<file path="src/rtl/seq_detector_param_if.sv">
// -----------------------------------------------------------------------------
// seq_detector_param_if
// Bundles the serial input, configuration and result signals of
// seq_detector_param. clk and reset stay plain ports on the module.
//   master : drives input_valid, input_bit, overlap, cfg_load, cfg_pattern,
//            cfg_len, cnt_clr; observes detected, detected_q, det_count, cfg_err
//   slave  : the detector side (mirror of master)
// -----------------------------------------------------------------------------
interface seq_detector_param_if #(
  parameter int PAT_W = 8,
  parameter int CNT_W = 16
);
  localparam int LEN_W = $clog2(PAT_W + 1);

  logic             input_valid;
  logic             input_bit;
  logic             overlap;
  logic             cfg_load;
  logic [PAT_W-1:0] cfg_pattern;
  logic [LEN_W-1:0] cfg_len;
  logic             cnt_clr;
  logic             detected;
  logic             detected_q;
  logic [CNT_W-1:0] det_count;
  logic             cfg_err;

  modport master (
    output input_valid, input_bit, overlap, cfg_load, cfg_pattern, cfg_len, cnt_clr,
    input  detected, detected_q, det_count, cfg_err
  );

  modport slave (
    input  input_valid, input_bit, overlap, cfg_load, cfg_pattern, cfg_len, cnt_clr,
    output detected, detected_q, det_count, cfg_err
  );
endinterface

</file>
<file path="src/rtl/seq_detector_param.sv">
// -----------------------------------------------------------------------------
// seq_detector_param
// Run-time configurable serial pattern detector (Mealy). Bits shift into a
// history register; a match is flagged in the same cycle the final pattern
// bit is presented. Supports overlapping / non-overlapping detection, a
// saturating match counter and validated pattern reconfiguration.
// Ports:
//   clk   : sole clock, rising edge
//   reset : synchronous, active-high
//   bus   : seq_detector_param_if.slave (data, config, results)
// -----------------------------------------------------------------------------
module seq_detector_param #(
  parameter int               PAT_W   = 8,
  parameter logic [PAT_W-1:0] RST_PAT = PAT_W'(8'b0000_1011),
  parameter int               RST_LEN = 4,
  parameter int               CNT_W   = 16
) (
  input logic                 clk,
  input logic                 reset,
  seq_detector_param_if.slave bus
);
  localparam int               LEN_W    = $clog2(PAT_W + 1);
  localparam logic [PAT_W-1:0] ONE      = PAT_W'(1);
  localparam logic [LEN_W-1:0] FILL_MAX = LEN_W'(PAT_W);
  localparam logic [CNT_W-1:0] CNT_MAX  = '1;

  logic [PAT_W-1:0] r_hist;
  logic [PAT_W-1:0] r_pat;
  logic [LEN_W-1:0] r_fill;
  logic [LEN_W-1:0] r_len;
  logic [CNT_W-1:0] r_cnt;
  logic             r_det_q;
  logic             r_cfg_err;

  logic [PAT_W-1:0] w_window;
  logic [PAT_W-1:0] w_mask;
  logic             w_fill_ok;
  logic             w_match;
  logic             w_det;
  logic             w_cfg_ok;

  // NOTE: every signal written here is assigned on every path, so no latch
  // can be inferred; keep it that way when editing.
  always_comb begin
    // Candidate window: the L-1 most recent bits plus the bit on the wire.
    w_window  = {r_hist[PAT_W-2:0], bus.input_bit};
    // Low L bits set; for L = PAT_W the shift wraps to 0 and the subtraction
    // yields all ones, which is exactly the full-width mask.
    w_mask    = (ONE << r_len) - ONE;
    // fill >= L-1 rewritten as fill+1 >= L to avoid underflow.
    w_fill_ok = ({1'b0, r_fill} + (LEN_W + 1)'(1)) >= {1'b0, r_len};
    w_match   = ((w_window ^ r_pat) & w_mask) == '0;
    w_det     = bus.input_valid & ~bus.cfg_load & ~reset & w_fill_ok & w_match;
    w_cfg_ok  = (bus.cfg_len != '0) && (bus.cfg_len <= FILL_MAX);
  end

  // NOTE: sequential state uses non-blocking assignments so every register
  // samples pre-edge values regardless of statement order.
  always_ff @(posedge clk) begin
    if (reset) begin
      r_hist    <= '0;
      r_fill    <= '0;
      r_pat     <= RST_PAT;
      r_len     <= LEN_W'(RST_LEN);
      r_cnt     <= '0;
      r_det_q   <= 1'b0;
      r_cfg_err <= 1'b0;
    end else begin
      r_det_q   <= w_det;
      r_cfg_err <= 1'b0;

      if (bus.cfg_load) begin
        // Any simultaneous input bit is dropped; the pattern restarts empty.
        r_fill <= '0;
        if (w_cfg_ok) begin
          r_pat <= bus.cfg_pattern;
          r_len <= bus.cfg_len;
        end else begin
          r_cfg_err <= 1'b1;
        end
      end else if (bus.input_valid) begin
        r_hist <= {r_hist[PAT_W-2:0], bus.input_bit};
        if (w_det && !bus.overlap) begin
          r_fill <= '0;
        end else if (r_fill != FILL_MAX) begin
          r_fill <= r_fill + LEN_W'(1);
        end
      end

      // A clear coinciding with a match still counts that match.
      if (bus.cnt_clr) begin
        r_cnt <= w_det ? CNT_W'(1) : '0;
      end else if (w_det && r_cnt != CNT_MAX) begin
        r_cnt <= r_cnt + CNT_W'(1);
      end
    end
  end

  assign bus.detected   = w_det;
  assign bus.detected_q = r_det_q;
  assign bus.det_count  = r_cnt;
  assign bus.cfg_err    = r_cfg_err;
endmodule

</file>
<file path="src/flat_wrapper.sv">
// flat-port wrapper written by rule: the top's interface ports become plain ports
module seq_detector_param_flat 
#(
  parameter int               PAT_W   = 8,
  parameter logic [PAT_W-1:0] RST_PAT = PAT_W'(8'b0000_1011),
  parameter int               RST_LEN = 4,
  parameter int               CNT_W   = 16
)
  (clk, reset, bus_input_valid, bus_input_bit, bus_overlap, bus_cfg_load, bus_cfg_pattern, bus_cfg_len, bus_cnt_clr, bus_detected, bus_detected_q, bus_det_count, bus_cfg_err);
  seq_detector_param_if #(.PAT_W(PAT_W), .CNT_W(CNT_W)) bus_i ();
  input logic clk;
  input logic reset;
  input wire logic [$bits(bus_i.input_valid)-1:0] bus_input_valid;
  input wire logic [$bits(bus_i.input_bit)-1:0] bus_input_bit;
  input wire logic [$bits(bus_i.overlap)-1:0] bus_overlap;
  input wire logic [$bits(bus_i.cfg_load)-1:0] bus_cfg_load;
  input wire logic [$bits(bus_i.cfg_pattern)-1:0] bus_cfg_pattern;
  input wire logic [$bits(bus_i.cfg_len)-1:0] bus_cfg_len;
  input wire logic [$bits(bus_i.cnt_clr)-1:0] bus_cnt_clr;
  output wire logic [$bits(bus_i.detected)-1:0] bus_detected;
  output wire logic [$bits(bus_i.detected_q)-1:0] bus_detected_q;
  output wire logic [$bits(bus_i.det_count)-1:0] bus_det_count;
  output wire logic [$bits(bus_i.cfg_err)-1:0] bus_cfg_err;
  assign bus_i.input_valid = bus_input_valid;
  assign bus_i.input_bit = bus_input_bit;
  assign bus_i.overlap = bus_overlap;
  assign bus_i.cfg_load = bus_cfg_load;
  assign bus_i.cfg_pattern = bus_cfg_pattern;
  assign bus_i.cfg_len = bus_cfg_len;
  assign bus_i.cnt_clr = bus_cnt_clr;
  assign bus_detected = bus_i.detected;
  assign bus_detected_q = bus_i.detected_q;
  assign bus_det_count = bus_i.det_count;
  assign bus_cfg_err = bus_i.cfg_err;
  seq_detector_param #(.PAT_W(PAT_W), .RST_PAT(RST_PAT), .RST_LEN(RST_LEN), .CNT_W(CNT_W)) u_core (.clk(clk), .reset(reset), .bus(bus_i));
endmodule
</file>
<file path="config.mk">
export PLATFORM = sky130hd
export DESIGN_NAME = seq_detector_param_flat
export DESIGN_NICKNAME = d
export VERILOG_FILES = /design/src/rtl/seq_detector_param_if.sv /design/src/rtl/seq_detector_param.sv /design/src/flat_wrapper.sv
export SDC_FILE = /design/constraint.sdc
export NUM_CORES = 1
export LEC_CHECK = 0
export CAP_MARGIN = 10
export CORE_AREA = 2 2 82 68
export DETAILED_ROUTE_END_ITERATION = 10
export DIE_AREA = 0 0 84 70
export PLACE_DENSITY = 0.65
export SETUP_SLACK_MARGIN = 0.05
export SYNTH_ARGS = -nofsm -noshare
export SYNTH_HDL_FRONTEND = slang
export SYNTH_SLANG_ARGS = --single-unit
</file>
<file path="constraint.sdc">
create_clock -name clk -period 3.2 [get_ports clk]
set_clock_uncertainty 0.2 [all_clocks]
set_input_delay 0.48 -clock clk [delete_from_list [all_inputs] [get_ports clk]]
set_output_delay 0.48 -clock clk [all_outputs]
set_load 0.05 [all_outputs]
</file>
Word level (Yosys, flattened, before mapping)
Index checks and enable logic that the tools add are counted.
{"block": "totals", "ff_bits": 41, "out_inout_bits": 19, "elab_cells": 43}
{"block": "op_classes", "add_sub_neg": 4, "n_lt_le_gt_ge": 2, "eq_ne": 2, "shifts": 1, "n_mux": 6, "n_bitwise": 8, "n_reduce_logical": 13}
{"operator": "$mux W16", "n": 2}
{"operator": "$add A16 B1 Y16 const B", "n": 1}
{"operator": "$ne A16 B16 Y1 const B", "n": 1}
{"operator": "$and A8 B8 Y8", "n": 1}
{"operator": "$logic_not A8 Y1", "n": 1}
{"operator": "$mux W4", "n": 2}
{"operator": "$shl A1 B4 Y8 const A", "n": 1}
{"operator": "$sub A8 B1 Y8 const B", "n": 1}
{"operator": "$xor A8 B8 Y8", "n": 1}
{"operator": "$reduce_and A2 Y1", "n": 3}
{"operator": "$add A4 B1 Y5 const B", "n": 1}
{"operator": "$ge A5 B4 Y1", "n": 1}
{"operator": "$add A4 B1 Y4 const B", "n": 1}
{"operator": "$and A1 B1 Y1", "n": 4}
{"operator": "$le A4 B4 Y1 const B", "n": 1}
{"operator": "$ne A4 B4 Y1 const B", "n": 1}
{"operator": "$reduce_bool A2 Y1", "n": 2}
{"operator": "$reduce_bool A4 Y1", "n": 1}
{"operator": "$reduce_or A2 Y1", "n": 2}
{"operator": "$logic_and A1 B1 Y1", "n": 3}
{"operator": "$mux W1", "n": 2}
{"operator": "$not A1 Y1", "n": 2}
{"operator": "$logic_not A1 Y1", "n": 1}

Logic depth before layout (Yosys ltp)
{"block": "depth", "ltp_word": 8, "ltp_mapped": 14}

Worst setup path after synthesis
No wires, ideal clock.
{"block": "synth_timing", "path_kind": "register -> register", "start": "reg u_core.r_len[1]", "end": "reg u_core.r_fill[2]", "setup_ns": 0.127, "arrival_ns": 2.794, "t_required_ns": 2.873, "slack_ns": 0.079, "path_stages_with_launch": 13, "path_buffers": 3, "synth_period_minus_slack_ns": 3.121, "path_cell_list": "dfxtp_1 -> buf_6 -> or4_4 -> ha_1 -> buf_1 -> and3_1 -> a221oi_1 -> o32a_1 -> o21a_1 -> buf_4 -> and3b_2 -> nor2b_1 -> o21ai_0"}
{"block": "synth_between", "elab_chain_len": 8, "word_cells_on_any_way": 11, "classes_between": "add/sub (1); order compare (1); shift (1); mux (1); bitwise (3); reduce/logical (4)"}
{"element": "from (decl)", "line_no": "seq_detector_param.sv:30", "text": "logic [LEN_W-1:0] r_len;"}
{"element": "from (signal assigned)", "line_no": "seq_detector_param.sv:64", "text": "r_len <= LEN_W'(RST_LEN);"}
{"element": "from (signal assigned)", "line_no": "seq_detector_param.sv:77", "text": "r_len <= bus.cfg_len;"}
{"element": "$shl A1 B4 Y8", "line_no": "seq_detector_param.sv:49", "text": "w_mask = (ONE << r_len) - ONE;"}
{"element": "$sub A8 B1 Y8", "line_no": "seq_detector_param.sv:49"}
{"element": "$and A8 B8 Y8", "line_no": "seq_detector_param.sv:52", "text": "w_match = ((w_window ^ r_pat) & w_mask) == '0;"}
{"element": "$logic_not A8 Y1", "line_no": "seq_detector_param.sv:52"}
{"element": "$and A1 B1 Y1 (*)", "line_no": "seq_detector_param.sv:53", "text": "w_det = bus.input_valid & ~bus.cfg_load & ~reset & w_fill_ok & w_match;"}
{"element": "via bus_detected", "line_no": "flat_wrapper.sv:20", "text": "output wire logic [$bits(bus_i.detected)-1:0] bus_detected;"}
{"element": "$logic_and A1 B1 Y1 (*)", "line_no": "seq_detector_param.sv:83", "text": "if (w_det && !bus.overlap) begin"}
{"element": "$reduce_bool A2 Y1 (no source line)"}
{"element": "$reduce_and A2 Y1 (no source line)"}
{"element": "to (signal assigned)", "line_no": "seq_detector_param.sv:86", "text": "r_fill <= r_fill + LEN_W'(1);"}
{"element": "to (decl)", "line_no": "seq_detector_param.sv:29", "text": "logic [LEN_W-1:0] r_fill;"}
The timed path passes the listed nets; every way through them passes the cells marked *.
A chain may end at the register's enable or synchronous reset.

Worst setup path after layout
{"block": "layout_timing", "start": "reg u_core.r_len[2]", "end": "out bus_detected"}
{"block": "layout_between", "elab_chain_len": 5, "word_cells_on_any_way": 7, "classes_between": "add/sub (1); order compare (1); shift (1); bitwise (3); reduce/logical (1)"}
{"element": "$shl A1 B4 Y8", "line_no": "seq_detector_param.sv:49"}
{"element": "$sub A8 B1 Y8", "line_no": "seq_detector_param.sv:49"}
{"element": "$and A8 B8 Y8", "line_no": "seq_detector_param.sv:52"}
{"element": "$logic_not A8 Y1", "line_no": "seq_detector_param.sv:52"}
{"element": "$and A1 B1 Y1 (*)", "line_no": "seq_detector_param.sv:53"}
{"element": "to (decl)", "line_no": "flat_wrapper.sv:20"}
Every way passes the cells marked *; elsewhere a longest branch is shown, timed or not.

==> reports/results.ini <==
[final_layout]
regArea_um2 = 826
nets = 318
antenna_cells = 0
fin_util_pct = 53.9
area_growth_pct = 25.5
drive_above_1_share_pct = 12.3
multiInputGateArea_mm2 = 0.00128
fillers = 472

[global_route]
grt_pass1_wl_mm = 8.08
grt_antenna_before_repair = 0
grt_pass1_vias = 1702
grtUsageTotal_pct = 16.8
grt_max_degree = 31
grt.overflow.total = 0

[setup_path]
worstPathMaxFanout = 7
crit_type = flip-flop to output pin
start_kind = flip-flop
critical_path_arrival_ns = 2.44
end_kind = output pin
critPathRequiredTime_ns = 2.52
r2r_cells = 10

[sta]
tightest_slew_ns = 0.554
whs_ns = 0.271
period_share_pct = 97.5
maxSlewViolCount = 0
max_freq_mhz = 321
setup-tns-final_ns = 0
setup_viol = 0
hold_viol = 0
slew_headroom_pct = 62.9
fin_crit_ns = 3.12
rsz0062_at_grt = yes

[status]
status = finished clean

[place]
gp_congestion = 0.792
port_buffers = 37
dp_hpwl_mm = 3.48

[die]
core_area_mm2 = 0.00519
die_x_um = 84
initial_utilization_pct = 42.9
io-pin-count = 38
dieArea_mm2 = 0.00588
rows = 24
die_y_um = 70

[cts]
cts-htree-levels = 2
cts_tree = yes
cts-root-buf = clkbuf_8
clock_sinks = 41
cts_made_buffers = 5
clk_latency_ns = 0.30
clockBufferDepth = 2
clkTransAtPathRegs_ns = 0.08

[route]
routedWlPerCell_um = 13.8
via_per_inst = 5.40
dr.pass1.iters = 4
num_vias = 1927
drt_iter0_drc = 113
routed_wl_mm = 4.92
drc = 0
ant_nets = 0

[pwr]
p_leak_nw = 1.14
pwr_density_cell_mw_per_mm2 = 402
vdd_drop_max_mv = 0.277

[hold_path]
min-delay-path-class = flip-flop to flip-flop
hold_depth = 2

[synthesis]
ys_seq_area_share_pct = 36.8
async_flop_share_pct = 0
avgSynthCellArea_um2 = 8.88
synth_compound_area_share_pct = 11.5
synth_seq_cells = 41
syn_inst = 251
synth_nets = 278
synth-edff-count = 0
synthFlopType = dfxtp_1
synth_top_family_by_area = simple AND/OR/NAND/NOR gates
synth-simple-area-share_pct = 27.0
synthXorXnorAreaFrac_pct = 7.86
netlist_area_mm2 = 0.00223
synth_fa_ha_area_share_pct = 4.49
ys.warnings.count = 0
muxShareOfSynthArea_pct = 5.84
synth.distinct_cells = 50

[flow_run]
maxCapViolations = 0

## kinds of logic after synthesis
family / count (synthesis)
simple gates: 109
compound gates: 39
xor+xnor: 20
flops: 41
mux: 13
fa+ha+maj: 8
buf+inv: 21
## worst max-delay path, stage by stage (launching register included)
cell      delay, ns
dfxtp_4        0.35
or4_4          0.54
ha_4           0.21
and3_4         0.17
a221oi_2       0.17
o32a_1         0.19
o21a_1         0.14
and3b_2        0.24
buf_12         0.15
## cell usage in the layout (no fill, tap or decap), types with 7 or more instances in the layout
master,Yosys,layout
a21oi_1,12,12
and3_1,11,10
buf_4,1,11
clkdlybuf4s50_1,0,36
dfxtp_1,41,39
ha_1,8,7
mux2i_1,13,13
nand2_1,25,25
nand4_1,12,12
nor2_1,23,23
o21ai_0,10,10
xnor2_1,8,8
xor2_1,12,12
## layout make-up
| class | instances | share of cell area, % |
|---|---|---|
| inverters | 6 | 0.805 |
| well taps | 65 | 2.91 |
| repair buffers | 48 | 16.5 |
| clock buffers | 6 | 2.95 |
| clock inverters | 2 | 1.34 |
| flip-flops and latches | 41 | 29.5 |
| multi-input cells | 189 | 45.9 |
## cell usage after synthesis (2+ instances only)
cell type	count	area share, %
dfxtp_1	41	37
buf_1	2	0.34
o21ai_0	10	2.2
nand3_1	5	1.1
nand4_1	12	3.4
ha_1	8	4.5
a21oi_1	12	2.7
nor2b_1	3	0.84
nor3_1	4	0.90
and3_1	11	3.1
xnor2_1	8	3.1
mux2i_1	13	5.8
clkbuf_1	5	0.84
nand2b_1	2	0.56
and3_2	2	0.67
inv_1	6	1.0
and3b_2	2	0.90
nor2_1	23	3.9
nand3b_1	2	0.67
xor2_1	12	4.7
and4_1	2	0.79
a31oi_1	3	0.84
nand2_1	25	4.2
buf_6	3	1.5
and2_1	2	0.56
or3_1	4	1.1
a41o_1	2	0.90
nor4_1	2	0.56
a211o_1	4	1.6
## routing by layer
metal / vias to the layer above / track usage [%] / part of all wire [%] / routed length, µm
li1: 977 / - / - / -
met1: 911 / 24.4 / 50 / 2470
met2: 32 / 25.2 / 45 / 2200
met3: 7 / 3.66 / 3.9 / 190
met4: 0 / 4.84 / 1.2 / 61
met5: - / 0 / 0 / 0
## metrics by stage
| step | instances | power, W | instance area, µm² | worst slack [ns] |
|---|---|---|---|---|
| floorplan | 251 | 0.000638 | 2230 | 0.0787 |
| global placement | 346 | 0.000680 | 2630 | 0.237 |
| detailed placement | 346 | 0.000681 | 2630 | 0.190 |
| CTS | 354 | 0.00113 | 2770 | 0.0680 |
| global route | 357 | 0.00117 | 2800 | 0.00602 |
| finish | 357 | 0.00112 | 2800 | 0.0814 |
## path summary, 6_finish.rpt
kind / startpoint / slack [ns] / to
hold / removal: u_core.r_hist[6]$_SDFFE_PP0P_ / 0.27 / u_core.r_hist[6]$_SDFFE_PP0P_
hold reg to reg: u_core.r_hist[6]$_SDFFE_PP0P_ / 0.27 / u_core.r_hist[6]$_SDFFE_PP0P_
setup / recovery: u_core.r_len[2]$_SDFFE_PP1P_ / 0.08 / bus_detected
setup reg to reg: u_core.r_len[2]$_SDFFE_PP1P_ / 0.35 / u_core.bus.det_count[0]$_SDFFE_PP0P_
## power breakdown
group,switching (W),leakage (nW),internal (W),total [W]
Combinational,0.0000720,0.751,0.0000764,0.000148
Clock,0.000190,0.0574,0.000254,0.000444
Sequential,0.0000104,0.333,0.000522,0.000532
## sequential cells by signal (all words and copies together) (netlist names)
signal                 cells
u_core.r_pat               8
u_core.r_hist              7
u_core.bus.det_count      16
u_core.bus.cfg_err         1
u_core.r_len               4
u_core.r_fill              4
u_core.bus.detected_q      1
## timing repair
action | 4_1_cts | 5_1_grt
setup buffers | 0 | 3
pin swaps | 1 | 4
gates resized for setup | 6 | 1
hold buffers | 0 | 0
endpoints found under the setup margin | 1 | 1
hold endpoints to repair | 0 | 0
No activity file was read; power rests on OpenSTA's default activity.
